===== config.mk =====
export PLATFORM = sky130hd
export DESIGN_NAME = pagerank_gather
export DESIGN_NICKNAME = d
export VERILOG_FILES = /design/src/rtl/pagerank_gather.sv
export SDC_FILE = /design/constraint.sdc
export NUM_CORES = 2
export LEC_CHECK = 0
export BUFFER_PORTS_ARGS = -buffer_cell sky130_fd_sc_hd__clkbuf_2
export CELL_PAD_IN_SITES_DETAIL_PLACEMENT = 1
export CELL_PAD_IN_SITES_GLOBAL_PLACEMENT = 1
export CORE_MARGIN = 8
export CORE_UTILIZATION = 37
export DETAILED_ROUTE_END_ITERATION = 7
export GPL_TIMING_DRIVEN = 0
export PLACE_DENSITY_LB_ADDON = 0.1
export SLEW_MARGIN = 20
export SYNTH_ARGS = -nofsm -noshare
export SYNTH_HDL_FRONTEND = slang
export SYNTH_SLANG_ARGS = --single-unit
export TNS_END_PERCENT = 100

===== constraint.sdc =====
create_clock -name clock -period 22.9 [get_ports clock]
set_input_delay 4.58 -clock clock [delete_from_list [all_inputs] [get_ports clock]]
set_output_delay 4.58 -clock clock [all_outputs]
set_load 0.1 [all_outputs]

===== src/rtl/pagerank_gather.sv =====
// rtl/pagerank_gather.sv - per-node accumulate of scatter contributions, then damped page-rank stream-out
// Optional PAGERANK_GATHER_SATURATE_EN: accumulator and base_term adds saturate instead of wrapping.
module pagerank_gather #(
    parameter int          NODES_IN_GRAPH = 4,
    parameter logic [31:0] DAMPING_Q      = 32'hD999_999A,
    parameter int          DROP_CNT_W     = 16
) (
    input  logic                  clock,
    input  logic                  reset,
    input  logic                  start,
    input  logic [63:0]           base_term,
    input  logic                  update_valid,
    input  logic [31:0]           update_node_id,
    input  logic [63:0]           update_value,
    input  logic                  scatter_done,
    output logic                  pr_valid,
    output logic [31:0]           pr_node_id,
    output logic [63:0]           pr_value,
    output logic                  iteration_done,
    output logic                  busy,
    output logic [DROP_CNT_W-1:0] dropped_count
);

    typedef enum logic [1:0] {S_IDLE, S_ACCUM, S_APPLY, S_DONE} state_t;

    state_t      state, state_next;
    logic [31:0] apply_cnt, apply_cnt_next;
    logic [63:0] acc      [NODES_IN_GRAPH];
    logic [63:0] acc_next [NODES_IN_GRAPH];
    logic        id_ok, accept, drop;
    logic        emit, done_next;
    logic [31:0] emit_id;
    logic [63:0] emit_acc, emit_value;
    logic [95:0] product;

    function automatic logic [63:0] add64(input logic [63:0] a, input logic [63:0] b);
        logic [64:0] s;
        s = {1'b0, a} + {1'b0, b};
`ifdef PAGERANK_GATHER_SATURATE_EN
        return s[64] ? 64'hFFFF_FFFF_FFFF_FFFF : s[63:0];
`else
        return s[63:0];
`endif
    endfunction

    // Accumulator next-state: a start clears every entry, and a same-cycle update lands on the cleared value.
    always_comb begin
        id_ok  = (update_node_id != 32'd0) && (update_node_id <= 32'(NODES_IN_GRAPH));
        accept = update_valid && id_ok && (start || state == S_ACCUM);
        drop   = update_valid && !accept;
        for (int i = 0; i < NODES_IN_GRAPH; i++) begin
            acc_next[i] = start ? 64'd0 : acc[i];
            if (accept && update_node_id == 32'(i + 1))
                acc_next[i] = add64(acc_next[i], update_value);
        end
    end

    always_comb begin
        state_next     = state;
        apply_cnt_next = apply_cnt;
        emit           = 1'b0;
        emit_id        = 32'd0;
        done_next      = 1'b0;
        if (start) begin
            state_next = S_ACCUM;
        end else begin
            case (state)
                S_IDLE: ;
                S_ACCUM: begin
                    if (scatter_done) begin
                        state_next     = S_APPLY;
                        emit           = 1'b1;
                        emit_id        = 32'd1;
                        apply_cnt_next = 32'd1;
                    end
                end
                S_APPLY: begin
                    if (apply_cnt < 32'(NODES_IN_GRAPH)) begin
                        emit           = 1'b1;
                        emit_id        = apply_cnt + 32'd1;
                        apply_cnt_next = apply_cnt + 32'd1;
                    end else begin
                        state_next = S_DONE;
                        done_next  = 1'b1;
                    end
                end
                S_DONE: state_next = S_IDLE;
                default: state_next = S_IDLE;
            endcase
        end
    end

    // Node 1 is computed in the scatter_done cycle, so it reads the post-update accumulator value.
    always_comb begin
        emit_acc = 64'd0;
        for (int i = 0; i < NODES_IN_GRAPH; i++) begin
            if (emit_id == 32'(i + 1))
                emit_acc = acc_next[i];
        end
        product    = {32'd0, emit_acc} * {64'd0, DAMPING_Q};
        emit_value = add64(base_term, product[95:32]);
    end

    always_ff @(posedge clock) begin
        if (reset) begin
            state          <= S_IDLE;
            apply_cnt      <= 32'd0;
            pr_valid       <= 1'b0;
            pr_node_id     <= 32'd0;
            pr_value       <= 64'd0;
            iteration_done <= 1'b0;
            dropped_count  <= '0;
            for (int i = 0; i < NODES_IN_GRAPH; i++)
                acc[i] <= 64'd0;
        end else begin
            state          <= state_next;
            apply_cnt      <= apply_cnt_next;
            pr_valid       <= emit;
            pr_node_id     <= emit ? emit_id : 32'd0;
            pr_value       <= emit ? emit_value : 64'd0;
            iteration_done <= done_next;
            if (drop && dropped_count != {DROP_CNT_W{1'b1}})
                dropped_count <= dropped_count + DROP_CNT_W'(1);
            for (int i = 0; i < NODES_IN_GRAPH; i++)
                acc[i] <= acc_next[i];
        end
    end

    assign busy = (state != S_IDLE);

endmodule

== Word-level counts from Yosys, hierarchy flattened ==
Memories as Yosys holds them, arrays and structs flattened.
Cells that the tools add are included.
Cells by class
  reduce and logical (&&, ||, !) cells: 22
  $lt $le $gt $ge: 2
  mux-type cells: 35
  add/sub/neg operators: 7
  multiply operators: 1
  bitwise operators: 7
  eq/ne operators: 17
Operators by type and width (count)
  64-bit 2-to-1 mux: 16
  64-bit adder: 5
  32-bit by 2-bit == test with 1-bit output (second input constant): 4
  32-bit 2-to-1 mux: 4
  32-bit case mux with 2 select lines: 2
  64-bit by 31-bit multiplier with 95-bit output (second input constant): 1
  32-bit by 1-bit == test with 1-bit output (second input constant): 2
  32-bit by 3-bit == test with 1-bit output (second input constant): 2
  32-bit by 1-bit adder with 32-bit output (second input constant): 1
  32-bit by 3-bit less-or-equal comparator with 1-bit output (second input constant): 1
  32-bit by 3-bit less-than comparator with 1-bit output (second input constant): 1
  32-bit nonzero test: 1
  16-bit by 1-bit adder with 16-bit output (second input constant): 1
  16-bit inequality test (second input constant): 1
  1-bit logical AND: 9
  1-bit 2-to-1 mux: 9
  2-bit inequality test (second input constant): 3
  3-bit inequality test (second input constant): 2
  2-bit case mux with 3 select lines: 1
  3-bit AND reduction: 2
  2-bit == test (second input constant): 2
  2-bit 2-to-1 mux: 2
  1-bit bitwise OR: 4
  4-bit AND reduction: 1
  other kinds (10): 14
Storage, ports and cells
  output and inout bits: 115
  memory bits (writable): 256
  logic and storage cells: 100
  bits in registers: 148
  memories: 1
Memories
  acc: depth 4, width 64, read ports 4, clocked after Yosys merged registers in 0, write ports 4, RTL line 28  | logic [63:0] acc [NODES_IN_GRAPH];

== Depth between registers and ports, before layout ==
  depth in word-level cells: 12
  mapped depth: 66
  mapped depth without buffers: 62

== Worst setup path after synthesis ==
No wires, ideal clock.
  kind: input-to-reg
  from: input start
  to: register pr_value[59]
  setup time: 0.128 ns
  stages on the path: 60
  data required time: 22.772 ns
  arrival: 18.004 ns
  path slack: 4.768 ns
  buffers on the path: 6
  cells stage by stage: clkbuf_1 -> clkbuf_1 -> clkbuf_1 -> clkbuf_1 -> clkbuf_1 -> nand2b_1 -> inv_1 -> ha_1 -> a211oi_1 -> o211ai_1 -> a31oi_1 -> o22ai_1 -> a211oi_1 -> o21ai_1 -> a41o_1 -> a21boi_0 -> o21bai_1 -> a21oi_1 -> [24 not listed] -> or3_4 -> a41o_2 -> a41o_2 -> a21oi_1 -> xnor2_1 -> ha_1 -> nand2_1 -> nor2_1 -> a221oi_1 -> o21a_1 -> a31oi_1 -> nor4_1 -> o41ai_1 -> a21oi_1 -> o21bai_1 -> a311oi_1 -> xor2_1 -> nor2_1
Between the ends
  cells in the longest elaborated chain, start to end: 10
  elaborated cells on any way between the ends: 32
RTL lines
  from (decl): RTL line 10  | input logic start,
  parallel branches: the longest is 10 deep, another holds 64-bit by 31-bit multiplier with 95-bit output
  to (signal assigned): RTL line 120  | pr_value <= emit ? emit_value : 64'd0;
  to (decl): RTL line 18  | output logic [63:0] pr_value,
Several ways; the timed one is not identified.
A chain may end at the register's enable or synchronous reset.

== Worst setup path after layout ==
Ends and elaborated chain as after synthesis.

==> results.ini <==
[floorplanning]
die_x_um = 435
coreArea_sq_um = 175000
start_util_pct = 37.1
die_area_sq_um = 189000
num_rows = 154
die_h_um = 435
io_pins = 280

[final_layout]
layout_common_cells = inv_1, fa_1, ha_1, nor2_1, a21oi_1
area_growth_pct = 10.6
fin_cells = 10370
fin_util_pct = 41.0
nFillCells = 20841
layout_commonest_cell = inv_1
nNetsFinal = 9766
layout-drive-gt1-share_pct = 6.68

[power_and_ir_drop]
powerDensity_nw_per_um2 = 27.6
power.internal_w = 0.00138
ir_worst_vdd_v = 0.0000603
p_leak_nw = 36.5
seqPwrFrac_pct = 35.8
p_comb_share_pct = 13.0
swShare_pct = 30.4
power_switching_w = 0.000604
clockPowerShare_pct = 51.2

[clock_network]
clkLatencyLatePin_ns = 0.74
cts_tree = done
cts_max_level = 2
cts_root_buf = clkbuf_16
ctsHoldBuffers = 0
cts.clk_slew.worst_paths_ns = 0.06
clockBufferDepth = 3
cts_made_buffers = 57
cts.sinks = 404

[setup_path]
max_stage_delay_ns = 0.83
worstSetupPathType = input pin to flip-flop
r2r_start = state[1]$_SDFFE_PP0P_
path_max_fanout = 11
arrival_ns = 22.92
critPathLaunch = start
endpoint_kind = flip-flop
cp_data_required_time_ns = 23.46
cpMostUsedCell = fa_1
cpMaxStageDelayCell = a2111oi_1
startpoint_type = input pin

[grt]
grt_max_degree = 18
grt_pass1_vias = 60907
gr-total-overflow = 0
grt_pass1_wl_um = 402000
antenna_found_initial = 12
grt_use_total_pct = 28.2

[routing]
wl_met3_um = 15100
via_per_inst = 5.45
wl_met1_um = 119000
wirelength_um = 272000
topRoutingLayerUsed = met5
post_drt_wl_per_cell_um = 26.3
dr.pass1.iters = 6
drtIter0Drc = 3506
drtAntennaViolNets = 0
vias = 56495
drc_errors = 0
wl_met2_um = 125000

[min_path]
hold_class = flip-flop to flip-flop
worstHoldStart = apply_cnt[14]$_SDFFE_PP0P_

[logic_synthesis]
synth-edff-count = 0
synth_cell_types = 101
synthesis.instances = 7595
yosys_warnings = 0
syn_area_per_cell_sq_um = 8.56
ys_ff_latch = 404
synthArstFlopShare_pct = 0
syn_area_sq_um = 65000
synth_flop_cell = dfxtp_1
synth-seq-area-share_pct = 12.4

[placed_design]
pre_cts_ws_ns = -2.10
dpl.cell_count = 10257
port_buffers = 276
dp_hpwl_um = 236000
gp_congestion = 0.958

[outcome]
status = finished, final reports clean

[timing]
tightestPinTransition_ns = 1.33
drv_slew = 0
report.final.hold_viol_count = 0
setup_tns_ns = 0
fin_ws_ns = 0.536
setup_violations = 0
final.period_utilization_pct = 97.7
rsz0062_at_grt = false
slew-limit-headroom_pct = 11.6
max_clock_freq_mhz = 44.7
clock-skew-final_ns = 0.0541
post-route-min-period_ns = 22.36

[job]
maxCapViolations = 0

[final timing paths]
path	endpoint	slack [ns]	depth (start not counted)
max	pr_value[59]$_SDFF_PP0_	0.54	59
min	apply_cnt[14]$_SDFFE_PP0P_	0.46	1
max reg2reg	pr_value[63]$_SDFF_PP0_	4.38	54
min reg2reg	apply_cnt[14]$_SDFFE_PP0P_	0.46	1
[state kept, by name, indices dropped and copies added, names as in the netlist]
signal          flops
iteration_done      1
dropped_count      16
pr_node_id         32
pr_value           64
apply_cnt          32
acc               256
pr_valid            1
state               2
[stage by stage]
| stage | hold WS (ns) | area [sq um] | power, W |
|---|---|---|---|
| 2_1_floorplan | 0.430 | 65100 | 0.000878 |
| 4_1_cts | 0.465 | 71800 | 0.00201 |
| 5_1_grt | 0.498 | 71900 | 0.00205 |
| 3_5_place_dp | 0.446 | 69700 | 0.000980 |
| 3_3_place_gp | 0.443 | 69400 | 0.000976 |
| 6_report | 0.463 | 71900 | 0.00198 |
[cell type report]
class / instances / area [sq um] / share of cell area [%]
Multi-Input combinational cell: 5781 / 51800 / 72.0
Antenna cell: 9 / 22.5 / 0.0313
Inverter: 1200 / 4500 / 6.27
Timing Repair Buffer: 295 / 1540 / 2.14
Buffer: 236 / 946 / 1.32
Sequential cell: 404 / 8090 / 11.3
Clock buffer: 81 / 1660 / 2.30
Tap cell: 2340 / 2930 / 4.07
Clock inverter: 24 / 417 / 0.580
[worst max-delay path, delay by kind of cell]
kind	cells	cell delay (ns)
buf+inv	10	2.73
simple gates	11	2.57
fa+ha+maj	11	5.16
xor+xnor	3	0.56
compound gates	24	7.24
[kinds of logic (layout without fill, tap and decap cells)]
| kind of cell | Yosys count | count (layout) | share of synthesized area [%] |
|---|---|---|---|
| xor gates and xnor gates | 402 | 402 | 5.42 |
| AOI/OAI and AO/OA | 1675 | 1675 | 16.2 |
| adders and majority gates | 1627 | 1627 | 41.0 |
| DFF | 404 | 404 | 12.4 |
| muxes | 87 | 87 | 1.36 |
| and+or+nand+nor | 1961 | 1961 | 15.2 |
| other | 1 | 38 | 0.00577 |
| buffers and inverters | 1438 | 1836 | 8.31 |
[synth_stat cells, types with 16 or more instances]
| master | instances | area (sq um) |
|---|---|---|
| nand3_1 | 108 | 541 |
| or3_1 | 16 | 100 |
| and2_1 | 64 | 400 |
| nor3_1 | 88 | 440 |
| o211ai_1 | 26 | 195 |
| nor2_1 | 637 | 2390 |
| and3_1 | 52 | 325 |
| nor2b_1 | 362 | 2260 |
| a211oi_1 | 47 | 353 |
| a31oi_1 | 48 | 300 |
| o22ai_1 | 18 | 113 |
| nand2b_1 | 87 | 544 |
| a21oi_1 | 593 | 2970 |
| ha_1 | 784 | 9810 |
| a221oi_1 | 24 | 210 |
| clkbuf_1 | 223 | 837 |
| o21bai_1 | 60 | 450 |
| o21ai_0 | 313 | 1570 |
| xor2_1 | 172 | 1510 |
| nand2_1 | 336 | 1260 |
| dfxtp_1 | 404 | 8090 |
| inv_1 | 1200 | 4500 |
| nand4_1 | 90 | 563 |
| and4_1 | 22 | 193 |
| nor4_1 | 24 | 150 |
| a21o_1 | 258 | 1940 |
| xnor2_1 | 230 | 2010 |
| mux2i_1 | 75 | 751 |
| o21a_1 | 67 | 503 |
| fa_1 | 842 | 16900 |
[what timing repair did]
| item | 4_1_cts | 5_1_grt |
|---|---|---|
| gates resized for setup | 9 | 27 |
| pin swaps | 0 | 0 |
| setup buffers | 0 | 0 |
| endpoints found under the hold margin | 0 | 0 |
| endpoints found under the setup margin | 12 | 10 |
[layer usage]
layer / vias to the layer above / global-route usage (%)
met5: - / 0
met4: 4 / 11.2
met3: 450 / 4.22
met2: 1476 / 46.2
met1: 28610 / 37.3
li1: 25955 / -
[power by group through the flow]
stage	Clock, W	Sequential, W	Combinational, W
final	0.00102	0.000710	0.000259
after global routing	0.00106	0.000710	0.000275
after CTS	0.00104	0.000710	0.000256
after detailed placement	0	0.000725	0.000255
after global placement	0	0.000725	0.000251
after floorplan	0	0.000756	0.000122
Note: power is estimated with default switching activity, not from simulation.
